--- src/rtl/msx_audio_mixer_if.sv ---
// Sample-strobe and audio bus between the MSX sound sources and the mixer.
// The master drives the sources and the strobe; the slave returns the mixed sample.
interface msx_audio_mixer_if #(
  parameter int PSG_W  = 10,
  parameter int CART_W = 16
);
  logic                     ce_sample;
  logic [PSG_W-1:0]         psg_in;
  logic                     keybeep;
  logic                     cas_in;
  logic                     cas_motor;
  logic signed [CART_W-1:0] cart_in;
  logic [2:0]               vol_psg;
  logic [2:0]               vol_cart;
  logic                     mute;
  logic signed [15:0]       audio_out;
  logic                     audio_valid;
  logic                     clip;
  logic                     overrun;

  modport master (
    output ce_sample, psg_in, keybeep, cas_in, cas_motor, cart_in,
           vol_psg, vol_cart, mute,
    input  audio_out, audio_valid, clip, overrun
  );

  modport slave (
    input  ce_sample, psg_in, keybeep, cas_in, cas_motor, cart_in,
           vol_psg, vol_cart, mute,
    output audio_out, audio_valid, clip, overrun
  );
endinterface

--- src/rtl/msx_audio_mixer.sv ---
// Time-multiplexed MSX audio mixer: snapshot, per-source gain, accumulate, saturate.
// Define MSX_AUDIO_DCF_EN to insert a one-pole DC-blocking filter before saturation.
module msx_audio_mixer #(
  parameter int PSG_W     = 10,
  parameter int CART_W    = 16,
  parameter int DCF_SHIFT = 10
) (
  input  logic               clk21m,
  input  logic               reset,
  msx_audio_mixer_if.slave   bus
);
  localparam int ACC_W = 20;

  typedef enum logic [2:0] {
    S_IDLE, S_PSG, S_BEEP, S_CAS, S_CART, S_DCF, S_SAT
  } state_t;

  state_t                   state;
  state_t                   state_nxt;

  logic [PSG_W-1:0]         psg_q;
  logic                     beep_q;
  logic                     cas_q;
  logic                     motor_q;
  logic signed [CART_W-1:0] cart_q;
  logic [2:0]               volp_q;
  logic [2:0]               volc_q;
  logic                     mute_q;

  logic signed [ACC_W-1:0]  acc;
  logic signed [ACC_W-1:0]  src_s;
  logic [2:0]               vol_s;
  logic signed [ACC_W-1:0]  term_s;
  logic signed [ACC_W-1:0]  sat_in_s;
  logic signed [15:0]       sat_val_s;
  logic                     sat_clip_s;

`ifdef MSX_AUDIO_DCF_EN
  logic signed [ACC_W-1:0]  x_prev;
  logic signed [ACC_W-1:0]  y_prev;
  logic signed [ACC_W-1:0]  y_s;
`endif

  // (src * vol) >>> 2 with vol=4 as unity; the shift floors toward -inf
  function automatic logic signed [ACC_W-1:0] scale(input logic signed [ACC_W-1:0] src,
                                                    input logic [2:0] vol);
    logic signed [ACC_W+3:0] src_ext;
    logic signed [ACC_W+3:0] vol_ext;
    logic signed [ACC_W+3:0] prod;
    src_ext = (ACC_W+4)'(src);
    vol_ext = (ACC_W+4)'($signed({1'b0, vol}));
    prod    = src_ext * vol_ext;
    return ACC_W'(prod >>> 2);
  endfunction

  // Sequencer next state: one source per cycle, leave idle only on a strobe
  always_comb begin
    state_nxt = state;
    case (state)
      S_IDLE:  if (bus.ce_sample) state_nxt = S_PSG; else state_nxt = S_IDLE;
      S_PSG:   state_nxt = S_BEEP;
      S_BEEP:  state_nxt = S_CAS;
      S_CAS:   state_nxt = S_CART;
      S_CART:  state_nxt = S_DCF;
      S_DCF:   state_nxt = S_SAT;
      S_SAT:   state_nxt = S_IDLE;
      default: state_nxt = S_IDLE;
    endcase
  end

  // Select the source and gain contributing in the current state
  always_comb begin
    src_s = '0;
    vol_s = 3'd0;
    case (state)
      S_PSG:   begin src_s = ACC_W'({psg_q, 4'b0000}); vol_s = volp_q; end
      S_BEEP:  begin src_s = beep_q ? 20'sd512 : 20'sd0; vol_s = volp_q; end
      S_CAS:   begin src_s = (cas_q && !motor_q) ? 20'sd256 : 20'sd0; vol_s = volp_q; end
      S_CART:  begin src_s = ACC_W'(cart_q); vol_s = volc_q; end
      default: begin src_s = '0; vol_s = 3'd0; end
    endcase
    term_s = scale(src_s, vol_s);
  end

`ifdef MSX_AUDIO_DCF_EN
  // y[n] = x[n] - x[n-1] + y[n-1] - y[n-1]/2^k; y_prev holds y[n] by S_SAT
  always_comb begin
    y_s      = acc - x_prev + y_prev - (y_prev >>> DCF_SHIFT);
    sat_in_s = y_prev;
  end
`else
  // Without the filter the accumulator feeds saturation directly
  always_comb begin
    sat_in_s = acc;
  end
`endif

  // Clamp to signed 16-bit and flag when clamping happened
  always_comb begin
    if (sat_in_s > 20'sd32767) begin
      sat_val_s  = 16'sh7FFF;
      sat_clip_s = 1'b1;
    end else if (sat_in_s < -20'sd32768) begin
      sat_val_s  = 16'sh8000;
      sat_clip_s = 1'b1;
    end else begin
      sat_val_s  = 16'(sat_in_s);
      sat_clip_s = 1'b0;
    end
  end

  // State register, snapshot, accumulator, filter state and registered outputs
  always_ff @(posedge clk21m or posedge reset) begin
    if (reset) begin
      state           <= S_IDLE;
      psg_q           <= '0;
      beep_q          <= 1'b0;
      cas_q           <= 1'b0;
      motor_q         <= 1'b0;
      cart_q          <= '0;
      volp_q          <= 3'd0;
      volc_q          <= 3'd0;
      mute_q          <= 1'b0;
      acc             <= '0;
`ifdef MSX_AUDIO_DCF_EN
      x_prev          <= '0;
      y_prev          <= '0;
`endif
      bus.audio_out   <= 16'sd0;
      bus.audio_valid <= 1'b0;
      bus.clip        <= 1'b0;
      bus.overrun     <= 1'b0;
    end else begin
      state           <= state_nxt;
      bus.audio_valid <= 1'b0;
      bus.clip        <= 1'b0;
      if (bus.ce_sample && (state != S_IDLE)) bus.overrun <= 1'b1;
      case (state)
        S_IDLE: begin
          if (bus.ce_sample) begin
            psg_q   <= bus.psg_in;
            beep_q  <= bus.keybeep;
            cas_q   <= bus.cas_in;
            motor_q <= bus.cas_motor;
            cart_q  <= bus.cart_in;
            volp_q  <= bus.vol_psg;
            volc_q  <= bus.vol_cart;
            mute_q  <= bus.mute;
            acc     <= '0;
          end
        end
        S_PSG, S_BEEP, S_CAS, S_CART: acc <= acc + term_s;
`ifdef MSX_AUDIO_DCF_EN
        S_DCF: begin
          x_prev <= acc;
          y_prev <= y_s;
        end
`endif
        S_SAT: begin
          bus.audio_valid <= 1'b1;
          if (mute_q) begin
            bus.audio_out <= 16'sd0;
            bus.clip      <= 1'b0;
          end else begin
            bus.audio_out <= sat_val_s;
            bus.clip      <= sat_clip_s;
          end
        end
        default: ;
      endcase
    end
  end
endmodule

--- src/flat_wrapper.sv ---
// flat-port wrapper written by rule: the top's interface ports become plain ports
module msx_audio_mixer_flat 
#(
  parameter int PSG_W     = 10,
  parameter int CART_W    = 16,
  parameter int DCF_SHIFT = 10
)
  (clk21m, reset, bus_ce_sample, bus_psg_in, bus_keybeep, bus_cas_in, bus_cas_motor, bus_cart_in, bus_vol_psg, bus_vol_cart, bus_mute, bus_audio_out, bus_audio_valid, bus_clip, bus_overrun);
  msx_audio_mixer_if #(.PSG_W(PSG_W), .CART_W(CART_W)) bus_i ();
  input  logic clk21m;
  input  logic reset;
  input wire logic [$bits(bus_i.ce_sample)-1:0] bus_ce_sample;
  input wire logic [$bits(bus_i.psg_in)-1:0] bus_psg_in;
  input wire logic [$bits(bus_i.keybeep)-1:0] bus_keybeep;
  input wire logic [$bits(bus_i.cas_in)-1:0] bus_cas_in;
  input wire logic [$bits(bus_i.cas_motor)-1:0] bus_cas_motor;
  input wire logic [$bits(bus_i.cart_in)-1:0] bus_cart_in;
  input wire logic [$bits(bus_i.vol_psg)-1:0] bus_vol_psg;
  input wire logic [$bits(bus_i.vol_cart)-1:0] bus_vol_cart;
  input wire logic [$bits(bus_i.mute)-1:0] bus_mute;
  output wire logic [$bits(bus_i.audio_out)-1:0] bus_audio_out;
  output wire logic [$bits(bus_i.audio_valid)-1:0] bus_audio_valid;
  output wire logic [$bits(bus_i.clip)-1:0] bus_clip;
  output wire logic [$bits(bus_i.overrun)-1:0] bus_overrun;
  assign bus_i.ce_sample = bus_ce_sample;
  assign bus_i.psg_in = bus_psg_in;
  assign bus_i.keybeep = bus_keybeep;
  assign bus_i.cas_in = bus_cas_in;
  assign bus_i.cas_motor = bus_cas_motor;
  assign bus_i.cart_in = bus_cart_in;
  assign bus_i.vol_psg = bus_vol_psg;
  assign bus_i.vol_cart = bus_vol_cart;
  assign bus_i.mute = bus_mute;
  assign bus_audio_out = bus_i.audio_out;
  assign bus_audio_valid = bus_i.audio_valid;
  assign bus_clip = bus_i.clip;
  assign bus_overrun = bus_i.overrun;
  msx_audio_mixer #(.PSG_W(PSG_W), .CART_W(CART_W), .DCF_SHIFT(DCF_SHIFT)) u_core (.clk21m(clk21m), .reset(reset), .bus(bus_i));
endmodule
--- config.mk ---
export PLATFORM = sky130hd
export DESIGN_NAME = msx_audio_mixer_flat
export DESIGN_NICKNAME = d
export VERILOG_FILES = /design/src/rtl/msx_audio_mixer_if.sv /design/src/rtl/msx_audio_mixer.sv /design/src/flat_wrapper.sv
export SDC_FILE = /design/constraint.sdc
export NUM_CORES = 1
export LEC_CHECK = 0
export BUFFER_PORTS_ARGS = -buffer_cell sky130_fd_sc_hd__buf_2
export CELL_PAD_IN_SITES_DETAIL_PLACEMENT = 0
export CELL_PAD_IN_SITES_GLOBAL_PLACEMENT = 2
export CORE_MARGIN = 4
export CORE_UTILIZATION = 41
export CTS_BUF_LIST = sky130_fd_sc_hd__clkbuf_4
export DETAILED_ROUTE_END_ITERATION = 8
export PLACE_DENSITY = 0.95
export SYNTH_ARGS = -nofsm -noshare
export SYNTH_HDL_FRONTEND = slang
export SYNTH_SLANG_ARGS = --single-unit
--- constraint.sdc ---
create_clock -name clk21m -period 8.8 [get_ports clk21m]
set_input_delay 0.44 -clock clk21m [delete_from_list [all_inputs] [get_ports clk21m]]
set_output_delay 0.44 -clock clk21m [all_outputs]
set_load 0.02 [all_outputs]
* Word level (Yosys, flattened, before mapping)
Index checks and enable logic that the tools add are counted.
** Operators by class
- Muxes and demuxes :: 16
- Eq/ne operators :: 7
- Add/sub/neg operators :: 1
- Reduce and logical (&&, ||, !) cells :: 10
- Magnitude comparators :: 2
- $mul :: 1
** Operators with widths (number)
- $pmux W20 S4 :: 1
- $mux W16 :: 3
- $pmux W20 S2 :: 1
- $mul A20 B4 Y22 :: 1
- $add A20 B20 Y20 :: 1
- $gt A20 B16 Y1 const B :: 1
- $lt A20 B16 Y1 const B :: 1
- $mux W20 :: 1
- $pmux W3 S6 :: 1
- $mux W10 :: 1
- $eq A3 B3 Y1 const B :: 3
- $mux W9 :: 1
- $eq A3 B2 Y1 const B :: 2
- $mux W1 :: 6
- $pmux W3 S2 :: 1
- $reduce_and A2 Y1 :: 2
- $reduce_or A4 Y1 :: 1
- $eq A3 B1 Y1 const B :: 1
- $logic_not A3 Y1 :: 1
- $reduce_bool A3 Y1 :: 1
- $reduce_or A3 Y1 :: 1
- $logic_and A1 B1 Y1 :: 2
- $ne A2 B2 Y1 const B :: 1
- $reduce_bool A2 Y1 :: 1
- $logic_not A1 Y1 :: 1
** Word-level totals
- Bits in registers :: 78

* Depth between registers and ports, before layout
Gate-level depths: netlist of run 1.
- Word-level depth :: 7
- Depth in mapped cells :: 29
- Gate-level depth less buffers :: 26

* Worst setup path before layout of run 1
No wires, ideal clock.
- Kind :: reg-to-reg
- Start :: register u_core.state[0]
- End :: register u_core.acc[19]
- Path buffers :: 3
- Setup slack :: 2823 ps
- Data required time :: 8730 ps
- Clock period less this slack :: 5977 ps
- Arrival :: 5908 ps
- Cell stages (with the launch flop) :: 27
- Setup time :: 70 ps
- Cell sequence :: dfrtp_1 > buf_2 > nor2_1 > and2_1 > buf_2 > a22oi_1 > clkbuf_1 > nor2_1 > ha_1 > inv_1 > fa_1 > inv_1 > ha_1 > or2_2 > or3_1 > and3_1 > o21a_1 > o41a_1 > xor2_1 > ha_1 > nand4_1 > or3_1 > o31ai_2 > a41oi_1 > xnor2_1 > or2_1 > nand3_1
** Between the ends
- Word-level cells in the longest chain between the ends :: 6
- Elaborated cells on any way between the ends :: 15
- Those cells by class :: add/sub (1); mul (1); eq/ne (5); mux (3); reduce/logical (5)
** RTL lines
- start, declared :: line msx_audio_mixer.sv:18 : state_t state;
- start signal, assigned :: line msx_audio_mixer.sv:134 : state <= state_nxt;
- $eq A3 B1 Y1 / $eq A3 B2 Y1 (equally long branches) :: line msx_audio_mixer.sv:75, msx_audio_mixer.sv:138
- $reduce_or A3 Y1 (no line)
- $pmux W3 S2 :: line msx_audio_mixer.sv:75 : case (state)
- $mul A20 B4 Y22 :: line msx_audio_mixer.sv:52 : prod = src_ext * vol_ext;
- $add A20 B20 Y20 :: line msx_audio_mixer.sv:152 : S_PSG, S_BEEP, S_CAS, S_CART: acc <= acc + term_s;
- $pmux W20 S2 :: line msx_audio_mixer.sv:138 : case (state)
- end signal, assigned :: line msx_audio_mixer.sv:152
- end, declared :: line msx_audio_mixer.sv:30 : logic signed [ACC_W-1:0] acc;
Several ways; a longest one is shown, not always the timed one.
A chain may end at the register's enable or synchronous reset.

* Worst setup path after layout of run 1
- Start :: register u_core.state[1]
- End :: register u_core.acc[19]
The elaborated chain is that of the path after synthesis.

==> metrics.md, run 1 <==
| Metric | Value |
|---|---|
| Gate count of the mapped netlist | 646 |
| Most common cell after layout, fill and taps aside | sky130_fd_sc_hd__dfrtp_1 |
| Estimated wirelength of the detail-placed design | 9790 um |
| Clock latency on the worst-skew pair | 0.46 ns |
| Startpoint types | flip-flop |
| Number of post-CTS setup repair buffers | 0 |
| Largest net degree at the start of global routing | 79 |
| Mapped cell area | 5830 sq um |
| Master cell of the clock root buffer | sky130_fd_sc_hd__clkbuf_4 |
| Endpoint of the worst register-to-register path | u_core.acc[19] |
| Wire length of the first global-routing pass | 21400 um |
| Top FF cell, synth | sky130_fd_sc_hd__dfrtp_1 |
| Resized Gates After CTS | 0 |
| Run status | finished clean |
| TritonCTS Buffers | 9 |
| Worst-case clock skew | 0.0190 ns |
| Count of buffers inserted at the top-level ports | 57 |
| Post-Syn Area per Cell | 9.03 sq um |
| Synth unique cells | 55 |
| Number of H-tree levels | 3 |
| Tot GR Track Use | 16.1% |
| Max-slew violations | 0 |
| Clock-pin slew on the worst setup and hold paths | 0.13 ns |
| Power Internal | 1.06 mW |
| Switching component of the power | 0.906 mW |
| Number of violations reported at the end of detailed-routing iteration 0 | 233 |
| Diode insertion count for antenna repair | 0 |
| Worst rel slew slack | 16.6% |
| Hold crit path type | input port to flip-flop |
| Crit path kind | flip-flop to flip-flop |
| R2R Path Start | u_core.state[1] |
| Sequential cell fraction of total power | 32.6% |
| Critical hold path startpoint | bus_psg_in[4] |
| Via count normalized by instance count | 5.03 |
| Hold buffers post-CTS | 0 |
| Yosys Warn Count | 0 |
| Area grow syn2layout | 10.3% |
| Via total after detailed routing | 4437 |
| Total wire length after detailed routing | 12100 um |
| Worst Path Max Fanout | 16 |
| DP Cell Count | 867 |
| Highest clock frequency the design can meet | 0.143 GHz |
| Post-synthesis register bit count | 78 |
| I/O pin cnt | 58 |
| Fraction of layout instances using a drive strength above 1 | 18.1% |
| CTS Buffer Depth | 2 |
| Static power due to leakage | 3.24 nW |
| Flop-to-flop setup slack | 1.79 ns |
| Floorplan die area | 16200 sq um |
| Asr flop ratio synth | 100% |
| Largest voltage drop on the vdd net | 0.127 mV |
| DRC violation count after routing | 0 |
| Crit path capture type | flip-flop |
| Starting density of the core | 42.0% |
| Worst-margin pin slew | 1.25 ns |
| Commonest cells after routing, fill and taps aside | sky130_fd_sc_hd__dfrtp_1, sky130_fd_sc_hd__inv_1, sky130_fd_sc_hd__nand2_1 |
| Number of cell instances on the worst register-to-register path | 22 |
| Count of TritonRoute iterations in the first routing pass | 4 |
| Final cycle utilization of the critical path | 79.7% |
| Part of the power in combinational logic | 56.5% |
| Tmin final | 7.01 ns |
| Number of maximum-capacitance constraint violations | 0 |
| Setup_tns | 0 ns |
| Row cnt | 43 |
| Clock network power share | 10.9% |
| Syn_nets | 759 |
| Min Hold Slack | 0.188 ns |
| Hold path endpoint | u_core.psg_q[4] |
| # nets final | 811 |
| Final setup violation count | 0 |
| Global placer's final weighted congestion | 0.925 |
| Power density over cell area | 306 nW/um^2 |
| Post-DRT Antenna Nets | 0 |
| Routed WL per cell | 13.7 um |
| EDFF count, synth | 0 |
| Cell count of the worst hold path | 3 |
| Residual overflow from global routing | 0 |
| Sequential cell area fraction in the yosys report | 33.5% |
| Width of the chip | 127 um |
| Required time at the endpoint of the critical path | 9.19 ns |
| Core box area | 13900 sq um |
| Sinks on Clock Net | 78 |
| Unrepaired setup endpoints after global routing | false |
| Clock tree from TritonCTS | done |
| Worst Path Arrival | 7.40 ns |
| Die extent in y | 127 um |
| Post-layout instance count excluding filler cells | 882 |
| Number of failing hold endpoints at the final stage | 0 |
| Vias in the first global route | 4537 |
| Initial antenna violation count | 0 |
| Switching part of the total | 46.0% |
## cells by family (layout without fill, tap and decap cells)
| logic type | after synthesis | after routing | share of synthesized area, % |
|---|---|---|---|
| DFF | 78 | 78 | 33.5 |
| adders and majority gates | 74 | 74 | 18.1 |
| buffers and inverters | 100 | 156 | 6.59 |
| xor gates and xnor gates | 30 | 30 | 4.51 |
| AOI/OAI and AO/OA | 146 | 146 | 16.5 |
| muxes | 35 | 35 | 6.76 |
| and+or+nand+nor | 183 | 183 | 14.1 |
## final cells by class
cell class	count	area [sq um]
Fill cell	1354	7450
Multi-Input combinational cell	468	3500
Sequential cell	78	1950
Timing Repair Buffer	63	330
Inverter	78	294
Tap cell	180	225
Clock buffer	9	67.6
Clock inverter	6	62.6
## sequential cells by signal, summed over array words and instances (netlist names)
signal,count
u_core.acc,20
u_core.beep_q,1
u_core.bus.audio_out,16
u_core.bus.audio_valid,1
u_core.bus.clip,1
u_core.bus.overrun,1
u_core.cart_q,16
u_core.cas_q,1
u_core.motor_q,1
u_core.mute_q,1
u_core.psg_q,10
u_core.state,3
u_core.volc_q,3
u_core.volp_q,3
## synth_stat cells (all sizes together), types with 6 or more instances
library cell | number | area share [%]
dfrtp | 78 | 33
inv | 78 | 5.0
nand2 | 73 | 4.7
ha | 57 | 12
nor2 | 53 | 3.4
o21ai | 50 | 4.4
mux2 | 35 | 6.8
a21oi | 27 | 2.4
xnor2 | 18 | 2.7
fa | 17 | 5.8
nand3 | 16 | 1.4
clkbuf | 14 | 0.90
a22o | 13 | 2.0
xor2 | 12 | 1.8
a21o | 9 | 1.2
buf | 8 | 0.66
a211oi | 7 | 0.90
o21bai | 7 | 0.90
nand2b | 6 | 0.64
o21a | 6 | 0.77
## power groups by stage
stage	combinational (mW)	clock, mW	sequential, mW
after floorplan	0.856	0	0.646
after global placement	1.09	0	0.646
after detailed placement	1.12	0	0.656
after CTS	1.13	0.223	0.646
after global routing	1.28	0.238	0.667
final	1.11	0.215	0.643
## worst max path at each step
stage	slack [ns]	cells past startpoint	from	end
detailed placement	1.82	22	u_core.state[1]	u_core.acc[19]
global route	1.22	22	u_core.state[1]	u_core.acc[19]
floorplan	2.82	26	u_core.state[0]	u_core.acc[19]
global placement	2.04	22	u_core.state[1]	u_core.acc[19]
CTS	1.77	22	u_core.state[1]	u_core.acc[19]
finish	1.79	22	u_core.state[1]	u_core.acc[19]
## critical path: stages, from the launching register on
cell and delay (ns):
sky130_fd_sc_hd__dfrtp_1 0.58, sky130_fd_sc_hd__nor2_1 0.14, sky130_fd_sc_hd__and2_1 0.31, sky130_fd_sc_hd__a22oi_1 1.01
sky130_fd_sc_hd__nor2_1 0.14, sky130_fd_sc_hd__ha_1 0.35, sky130_fd_sc_hd__fa_1 0.54, sky130_fd_sc_hd__fa_1 0.48
sky130_fd_sc_hd__a21oi_1 0.20, sky130_fd_sc_hd__o22ai_1 0.12, sky130_fd_sc_hd__or3_1 0.36, sky130_fd_sc_hd__and3_1 0.20
sky130_fd_sc_hd__o21a_1 0.19, sky130_fd_sc_hd__o41a_1 0.33, sky130_fd_sc_hd__xor2_1 0.15, sky130_fd_sc_hd__ha_1 0.36
sky130_fd_sc_hd__nand4_1 0.11, sky130_fd_sc_hd__or3_1 0.39, sky130_fd_sc_hd__o31ai_2 0.31, sky130_fd_sc_hd__a41oi_1 0.19
sky130_fd_sc_hd__xnor2_1 0.17, sky130_fd_sc_hd__or2_1 0.23, sky130_fd_sc_hd__nand3_1 0.07
## metrics by stage
stage               total power, mW  worst slack [ns]  instance area, sq um  util [%]
CTS                            1.99              1.77                  6430      46.3
global placement               1.74              2.04                  6300      45.4
detailed placement             1.77              1.82                  6300      45.4
finish                         1.97              1.79                  6430      46.3
floorplan                      1.50              2.82                  5830         -
global route                   2.18              1.22                  6430      46.3
## layer usage
metal / vias up / GRT usage (%) / routed length, um
li1: 2309 / - / -
met1: 2027 / 21.6 / 5820
met2: 80 / 25.8 / 5560
met3: 21 / 3.22 / 443
met4: 0 / 5.99 / 274
met5: - / 0 / 0
Power figures use the tool's default switching activity.
==> inputs of run 2 (changes only) <==
--- a/config.mk
+++ b/config.mk
@@ -5,11 +5,12 @@
 export SDC_FILE = /design/constraint.sdc
 export NUM_CORES = 1
 export LEC_CHECK = 0
+export ABC_AREA = 1
 export BUFFER_PORTS_ARGS = -buffer_cell sky130_fd_sc_hd__buf_2
 export CELL_PAD_IN_SITES_DETAIL_PLACEMENT = 0
 export CELL_PAD_IN_SITES_GLOBAL_PLACEMENT = 2
 export CORE_MARGIN = 4
-export CORE_UTILIZATION = 41
+export CORE_UTILIZATION = 36
 export CTS_BUF_LIST = sky130_fd_sc_hd__clkbuf_4
 export DETAILED_ROUTE_END_ITERATION = 8
 export PLACE_DENSITY = 0.95
==> constraint.sdc (replaced) <==
create_clock -name clk21m -period 6.8 [get_ports clk21m]
set_input_delay 0.34 -clock clk21m [delete_from_list [all_inputs] [get_ports clk21m]]
set_output_delay 0.34 -clock clk21m [all_outputs]
set_load 0.02 [all_outputs]
==> metrics.md, run 2 <==
| Metric | Value |
|---|---|
| Area grow syn2layout | 9.38% |
| Wire length of the first global-routing pass | 28400 um |
| Startpoint types | flip-flop |
| Worst-case clock skew | 0.0154 ns |
| Die extent in y | 142 um |
| Power density over cell area | 336 nW/um^2 |
| Number of H-tree levels | 3 |
| Syn_nets | 1026 |
| Area post-placement | 6950 sq um |
| Via total after detailed routing | 5740 |
| Tot GR Track Use | 17.5% |
| Highest clock frequency the design can meet | 0.178 GHz |
| Post-DRT Antenna Nets | 0 |
| Worst rel slew slack | 33.2% |
| Critical Path Most Common Cell | sky130_fd_sc_hd__nand2_1 |
| # nets final | 1074 |
| Count of buffers inserted at the top-level ports | 57 |
| Final cycle utilization of the critical path | 82.8% |
| Footprint of the flip-flops and latches | 1950 sq um |
| Crit path capture type | flip-flop |
| Fin area | 7100 sq um |
| Vias in the first global route | 5627 |
| Number of maximum-capacitance constraint violations | 0 |
| Routed WL per cell | 14.0 um |
| TritonCTS Buffers | 9 |
| Top-count cell post-synth | sky130_fd_sc_hd__nand2_1 |
| Synth unique cells | 45 |
| Row cnt | 48 |
| DRC violation count after routing | 0 |
| Post-synthesis register bit count | 78 |
| Hold buffers post-CTS | 0 |
| Static power due to leakage | 3.99 nW |
| Mapped cell area | 6490 sq um |
| Largest registers ranked by flip-flop count | u_core.acc x20, u_core.bus.audio_out x16, u_core.cart_q x16 |
| Top FF cell, synth | sky130_fd_sc_hd__dfrtp_1 |
| Fraction of layout instances using a drive strength above 1 | 11.1% |
| Run status | finished clean |
| Via count normalized by instance count | 4.82 |
| Estimated wirelength of the detail-placed design | 13300 um |
| Global placer's final weighted congestion | 0.867 |
| Clock tree from TritonCTS | done |
| Number of violations reported at the end of detailed-routing iteration 0 | 338 |
| EDFF count, synth | 0 |
| Initial antenna violation count | 1 |
| Starting density of the core | 37.2% |
| Top post-synthesis cells by count | sky130_fd_sc_hd__nand2_1, sky130_fd_sc_hd__inv_1, sky130_fd_sc_hd__o21ai_0 |
| Commonest cells after routing, fill and taps aside | sky130_fd_sc_hd__nand2_1, sky130_fd_sc_hd__inv_1, sky130_fd_sc_hd__o21ai_0 |
| Worst-margin pin slew | 1.00 ns |
| Cell taking the most area after synthesis | sky130_fd_sc_hd__dfrtp_1 |
| Number of failing hold endpoints at the final stage | 0 |
| Cell with the largest stage delay on the worst path | sky130_fd_sc_hd__o22ai_1 |
| Max-slew violations | 0 |
| Highest cell delay on the worst timing path | 0.74 ns |
| Max reg flops | 20 |
| Master cell of the clock root buffer | sky130_fd_sc_hd__clkbuf_4 |
| Unrepaired setup endpoints after global routing | false |
| Post-Syn Area per Cell | 7.11 sq um |
| Asr flop ratio synth | 100% |
| Area contributors post-synth | sky130_fd_sc_hd__dfrtp_1, sky130_fd_sc_hd__nand2_1, sky130_fd_sc_hd__ha_1 |
| Core box area | 17500 sq um |
| Sinks on Clock Net | 78 |
| Gate count of the mapped netlist | 913 |
| Width of the chip | 142 um |
| Footprint of the multi-input gates | 3750 sq um |
| Setup_tns | 0 ns |
| Worst Path Arrival | 5.99 ns |
| CTS Buffer Depth | 2 |
| Residual overflow from global routing | 0 |
| Clock-pin slew on the worst setup and hold paths | 0.14 ns |
| Total wire length after detailed routing | 16600 um |
| Floorplan die area | 20300 sq um |
| Clock latency on the worst-skew pair | 0.46 ns |
| Hold crit path type | input port to flip-flop |
| Fillers | 1906 |
| Resized Gates After CTS | 0 |
| Final setup violation count | 0 |
| Sequential cell area fraction in the yosys report | 30.1% |
| Required time at the endpoint of the critical path | 7.16 ns |
| Post-synth top area share | 30.1% |
| Number of post-CTS setup repair buffers | 0 |
| Count of TritonRoute iterations in the first routing pass | 5 |
| Largest net degree at the start of global routing | 79 |
| Largest voltage drop on the vdd net | 0.205 mV |
| Worst Path Max Fanout | 17 |
| Tmin final | 5.63 ns |
| I/O pin cnt | 58 |
| Yosys Warn Count | 0 |
| Crit path kind | flip-flop to flip-flop |
| Buffering stage count on the worst path with inverters included | 3 |
| Most flop-heavy register | u_core.acc |
| Most common cell after layout, fill and taps aside | sky130_fd_sc_hd__nand2_1 |
| Cell family contributing the most delay on the critical path | simple AND/OR/NAND/NOR gates |
==> run 2: per-stage QoR <==
step	utilization [%]	total power [mW]	setup WS, ns	instances	hold WS (ns)
after CTS	40.6	2.41	1.25	1190	0.0408
after global placement	39.7	2.06	1.38	1175	0.437
after global routing	40.6	2.63	0.682	1191	0.0489
after floorplan	-	1.74	2.58	913	0.449
after detailed placement	39.7	2.07	1.29	1175	0.444
final	40.6	2.39	1.17	1191	0.0652
==> run 2: layer usage <==
metal / up-vias / wire (um) / track usage [%]
met1: 2629 / 8680 / 26.4
met4: 0 / 154 / 4.00
li1: 3001 / - / -
met5: - / 0 / 0
met3: 13 / 727 / 2.52
met2: 97 / 7070 / 26.5
==> run 2: logic make-up (layout without fill, tap and decap cells) <==
group / Yosys count / count (layout) / synth area share (%)
compound gates: 176 / 176 / 15.1
xor+xnor: 15 / 15 / 2.02
fa+ha+maj: 74 / 74 / 16.2
buf+inv: 196 / 248 / 12.1
flops: 78 / 78 / 30.1
other cells: 0 / 1 / 0
simple gates: 374 / 374 / 24.5
==> run 2: worst paths after layout <==
| kind | start | endpoint | slack (ns) | cells past startpoint |
|---|---|---|---|---|
| worst max-delay path | u_core.state[0] | u_core.acc[17] | 1.17 | 27 |
| worst min-delay path | bus_cas_in | u_core.cas_q | 0.07 | 3 |
| worst max register to register | u_core.state[0] | u_core.acc[17] | 1.17 | 27 |
| worst min register to register | u_core.bus.overrun | u_core.bus.overrun | 0.47 | 1 |
| max in group asynchronous | reset | u_core.bus.audio_out[10] | 5.98 | 3 |
| min in group asynchronous | reset | u_core.cart_q[13] | 0.19 | 3 |
==> run 2: where the power goes <==
part	leakage [nW]	switching [mW]	internal, mW
sequential	0.997	0.113	0.652
combinational	2.91	0.890	0.400
clock	0.0857	0.185	0.147
==> run 2: worst register-to-register path: cells and delay by family, from the launching register on <==
family,cells,cell delay [ns]
XOR/XNOR,1,0.16
adder cells (fa/ha/maj),4,1.43
AO/OA/AOI/OAI,2,0.97
AND/OR/NAND/NOR,17,2.21
flip-flops,1,0.44
buffers and inverters,3,0.32
==> run 2: area by class of cell <==
| cell class | instances | area share (%) |
|---|---|---|
| Inverter | 175 | 9.37 |
| Antenna cell | 1 | 0.0352 |
| Clock buffer | 9 | 0.951 |
| Sequential cell | 78 | 27.5 |
| Timing Repair Buffer | 58 | 4.12 |
| Clock inverter | 6 | 1.23 |
| Multi-Input combinational cell | 639 | 52.8 |
| Tap cell | 225 | 3.96 |
==> inputs of run 3 (changes only) <==
--- a/config.mk
+++ b/config.mk
@@ -5,15 +5,15 @@
 export SDC_FILE = /design/constraint.sdc
 export NUM_CORES = 1
 export LEC_CHECK = 0
-export ABC_AREA = 1
+export ABC_AREA = 0
 export BUFFER_PORTS_ARGS = -buffer_cell sky130_fd_sc_hd__buf_2
 export CELL_PAD_IN_SITES_DETAIL_PLACEMENT = 0
 export CELL_PAD_IN_SITES_GLOBAL_PLACEMENT = 2
 export CORE_MARGIN = 4
-export CORE_UTILIZATION = 36
+export CORE_UTILIZATION = 38
 export CTS_BUF_LIST = sky130_fd_sc_hd__clkbuf_4
 export DETAILED_ROUTE_END_ITERATION = 8
-export PLACE_DENSITY = 0.95
+export PLACE_DENSITY = 0.94
 export SYNTH_ARGS = -nofsm -noshare
 export SYNTH_HDL_FRONTEND = slang
 export SYNTH_SLANG_ARGS = --single-unit
==> constraint.sdc (replaced) <==
create_clock -name clk21m -period 5.45 [get_ports clk21m]
set_input_delay 0.2725 -clock clk21m [delete_from_list [all_inputs] [get_ports clk21m]]
set_output_delay 0.2725 -clock clk21m [all_outputs]
set_load 0.02 [all_outputs]
==> metrics.md, run 3 (same netlist as run 1, synthesis figures left out) <==
| Metric | Value |
|---|---|
| Run status | finished with violations |
| Residual overflow from global routing | 0 |
| Static power due to leakage | 3.48 nW |
| Highest cell delay on the worst timing path | 0.49 ns |
| Max-slew violations | 0 |
| Endpoint of the worst register-to-register path | u_core.acc[19] |
| Commonest cells after routing, fill and taps aside | sky130_fd_sc_hd__dfrtp_1, sky130_fd_sc_hd__inv_1, sky130_fd_sc_hd__nand2_1 |
| Worst-margin pin slew | 0.985 ns |
| Number of cells on the critical path | 23 |
| Min Hold Slack | 0.0489 ns |
| Final setup violation count | 1 |
| Max reg flops | 20 |
| Wire length of the first global-routing pass | 21200 um |
| Clock-pin slew on the worst setup and hold paths | 0.12 ns |
| Hold crit path type | input port to flip-flop |
| Count of TritonRoute iterations in the first routing pass | 4 |
| Power density over cell area | 490 nW/um^2 |
| Number of maximum-capacitance constraint violations | 0 |
| Diode insertion count for antenna repair | 0 |
| Estimated wirelength of the detail-placed design | 10200 um |
| DRC violation count after routing | 0 |
| Count of buffers inserted at the top-level ports | 57 |
| R2R Path Start | u_core.state[0] |
| Core box area | 15100 sq um |
| Tmin final | 5.46 ns |
| TritonCTS Buffers | 9 |
| Initial antenna violation count | 0 |
| Crit path kind | flip-flop to flip-flop |
| Most common cell after layout, fill and taps aside | sky130_fd_sc_hd__dfrtp_1 |
| Final design utilization | 46.2% |
| Required time at the endpoint of the critical path | 5.85 ns |
| Setup slack of the critical path after layout | -0.00733 ns |
| Tot GR Track Use | 14.7% |
| Most flop-heavy register | u_core.acc |
| Number of cell instances on the worst register-to-register path | 23 |
| # nets final | 863 |
| Via total after detailed routing | 4673 |
| Startpoint types | flip-flop |
| Pre-CTS setup slack | -0.106 ns |
| Worst setup startpoint | u_core.state[0] |
| Global placer's final weighted congestion | 0.821 |
| Worst Path Arrival | 5.85 ns |
| I/O pin cnt | 58 |
| Area grow syn2layout | 19.9% |
| Crit path capture type | flip-flop |
| Vias in the first global route | 4589 |
| Cell with the largest stage delay on the worst path | sky130_fd_sc_hd__fa_2 |
| Final cycle utilization of the critical path | 100% |
| Worst Path Max Fanout | 4 |
| Critical Path, Cell by Cell | nor2_4, and2_4, a22oi_2, buf_4, nor2_2, ha_1, fa_2, fa_2, a21oi_2, o22ai_2, or3_4, and3_4, o21a_1, o41a_1, xor2_1, ha_1, nand4_1, or3_4, o31ai_4, a41oi_2, xnor2_2, or2_1, nand3_1 |
| Worst-case clock skew | 0.0129 ns |
| Die extent in y | 132 um |
| Number of H-tree levels | 3 |
| Master cell of the clock root buffer | sky130_fd_sc_hd__clkbuf_4 |
| Largest voltage drop on the vdd net | 0.297 mV |
| Largest net degree at the start of global routing | 79 |
| Cell family contributing the most delay on the critical path | simple AND/OR/NAND/NOR gates |
| Row cnt | 45 |
| Flop-to-flop setup slack | -0.007 ns |
| Fraction of layout instances using a drive strength above 1 | 27.4% |
| Unrepaired setup endpoints after global routing | true |
| Sinks on Clock Net | 78 |
| Violated checks | setup timing |
| Width of the chip | 132 um |
| Routed WL per cell | 13.4 um |
| Number of violations reported at the end of detailed-routing iteration 0 | 232 |
| CTS Buffer Depth | 2 |
| Post-DRT Antenna Nets | 0 |
| Clock tree from TritonCTS | done |
| Worst rel slew slack | 34.4% |
| End point of the critical path | u_core.acc[19] |
| Total wire length after detailed routing | 12600 um |
| Largest registers ranked by flip-flop count | u_core.acc x20, u_core.bus.audio_out x16, u_core.cart_q x16 |
| Buffering stage count on the worst path with inverters included | 1 |
| Highest clock frequency the design can meet | 0.183 GHz |
| Via count normalized by instance count | 4.96 |
| Clock latency on the worst-skew pair | 0.45 ns |
| Starting density of the core | 38.5% |
| Floorplan die area | 17400 sq um |
| Number of failing hold endpoints at the final stage | 0 |
[run 3: cell count changes in the layout (fill, tap and decap cells not counted), moves of 18 or more]
cell	previous run	this run
sky130_fd_sc_hd__a21oi_1	50	23
sky130_fd_sc_hd__nor2_1	64	46
sky130_fd_sc_hd__nand3_1	37	16
sky130_fd_sc_hd__inv_1	165	75
sky130_fd_sc_hd__mux2_2	0	35
sky130_fd_sc_hd__buf_4	1	51
sky130_fd_sc_hd__nand2_1	233	73
sky130_fd_sc_hd__o21ai_0	83	44
[run 3: how the worst min path moves through the flow]
stage | cells past startpoint | endpoint | startpoint | slack (ns)
finish | 2 | u_core.cart_q[14] | bus_cart_in[14] | 0.05
global route | 2 | u_core.cart_q[14] | bus_cart_in[14] | 0.004
CTS | 2 | u_core.cart_q[11] | bus_cart_in[11] | 0.001
detailed placement | 2 | u_core.bus.audio_out[4] | u_core.bus.audio_out[4] | 0.45
global placement | 2 | u_core.bus.audio_out[8] | u_core.bus.audio_out[8] | 0.44
floorplan | 2 | u_core.psg_q[4] | bus_psg_in[4] | 0.39
[run 3: report_power, final]
group / switching [mW] / leakage (nW) / internal [mW]
clock network: 0.199 / 0.0551 / 0.0891
logic: 1.17 / 2.46 / 0.937
registers: 0.188 / 0.968 / 0.846
[run 3: metrics by stage]
stage	power, mW	TNS (ns)	instance area [sq um]	std cells
after floorplan	2.50	-0.0433	5970	646
after global placement	3.01	0	6680	912
after detailed placement	3.08	-0.142	6680	912
after CTS	3.39	0	6860	935
after global routing	3.76	-1.00	6990	943
final	3.43	-0.00733	6990	943
[run 3: repair_timing]
action | CTS | global route
endpoints found under the hold margin | 5 | 1
gates resized for setup | 2 | 19
setup endpoints to repair | 2 | 7
cloned | 0 | 0
hold buffers | 5 | 1
pin swaps | 5 | 20
buffers inserted | 2 | 7
[run 3: layout make-up]
class                           instances  area [sq um]
Fill cell                            1476          8150
Multi-Input combinational cell        468          3660
Sequential cell                        78          1950
Timing Repair Buffer                  115           739
Inverter                               78           294
Tap cell                              188           235
Clock buffer                            9          67.6
Clock inverter                          7          41.3
[run 3: layer usage]
layer	vias to the layer above	wire [um]	global-route usage, %
met5	-	0	0
met3	17	484	3.47
met2	83	5870	23.8
met4	0	232	4.67
met1	2155	6040	19.3
li1	2418	-	-
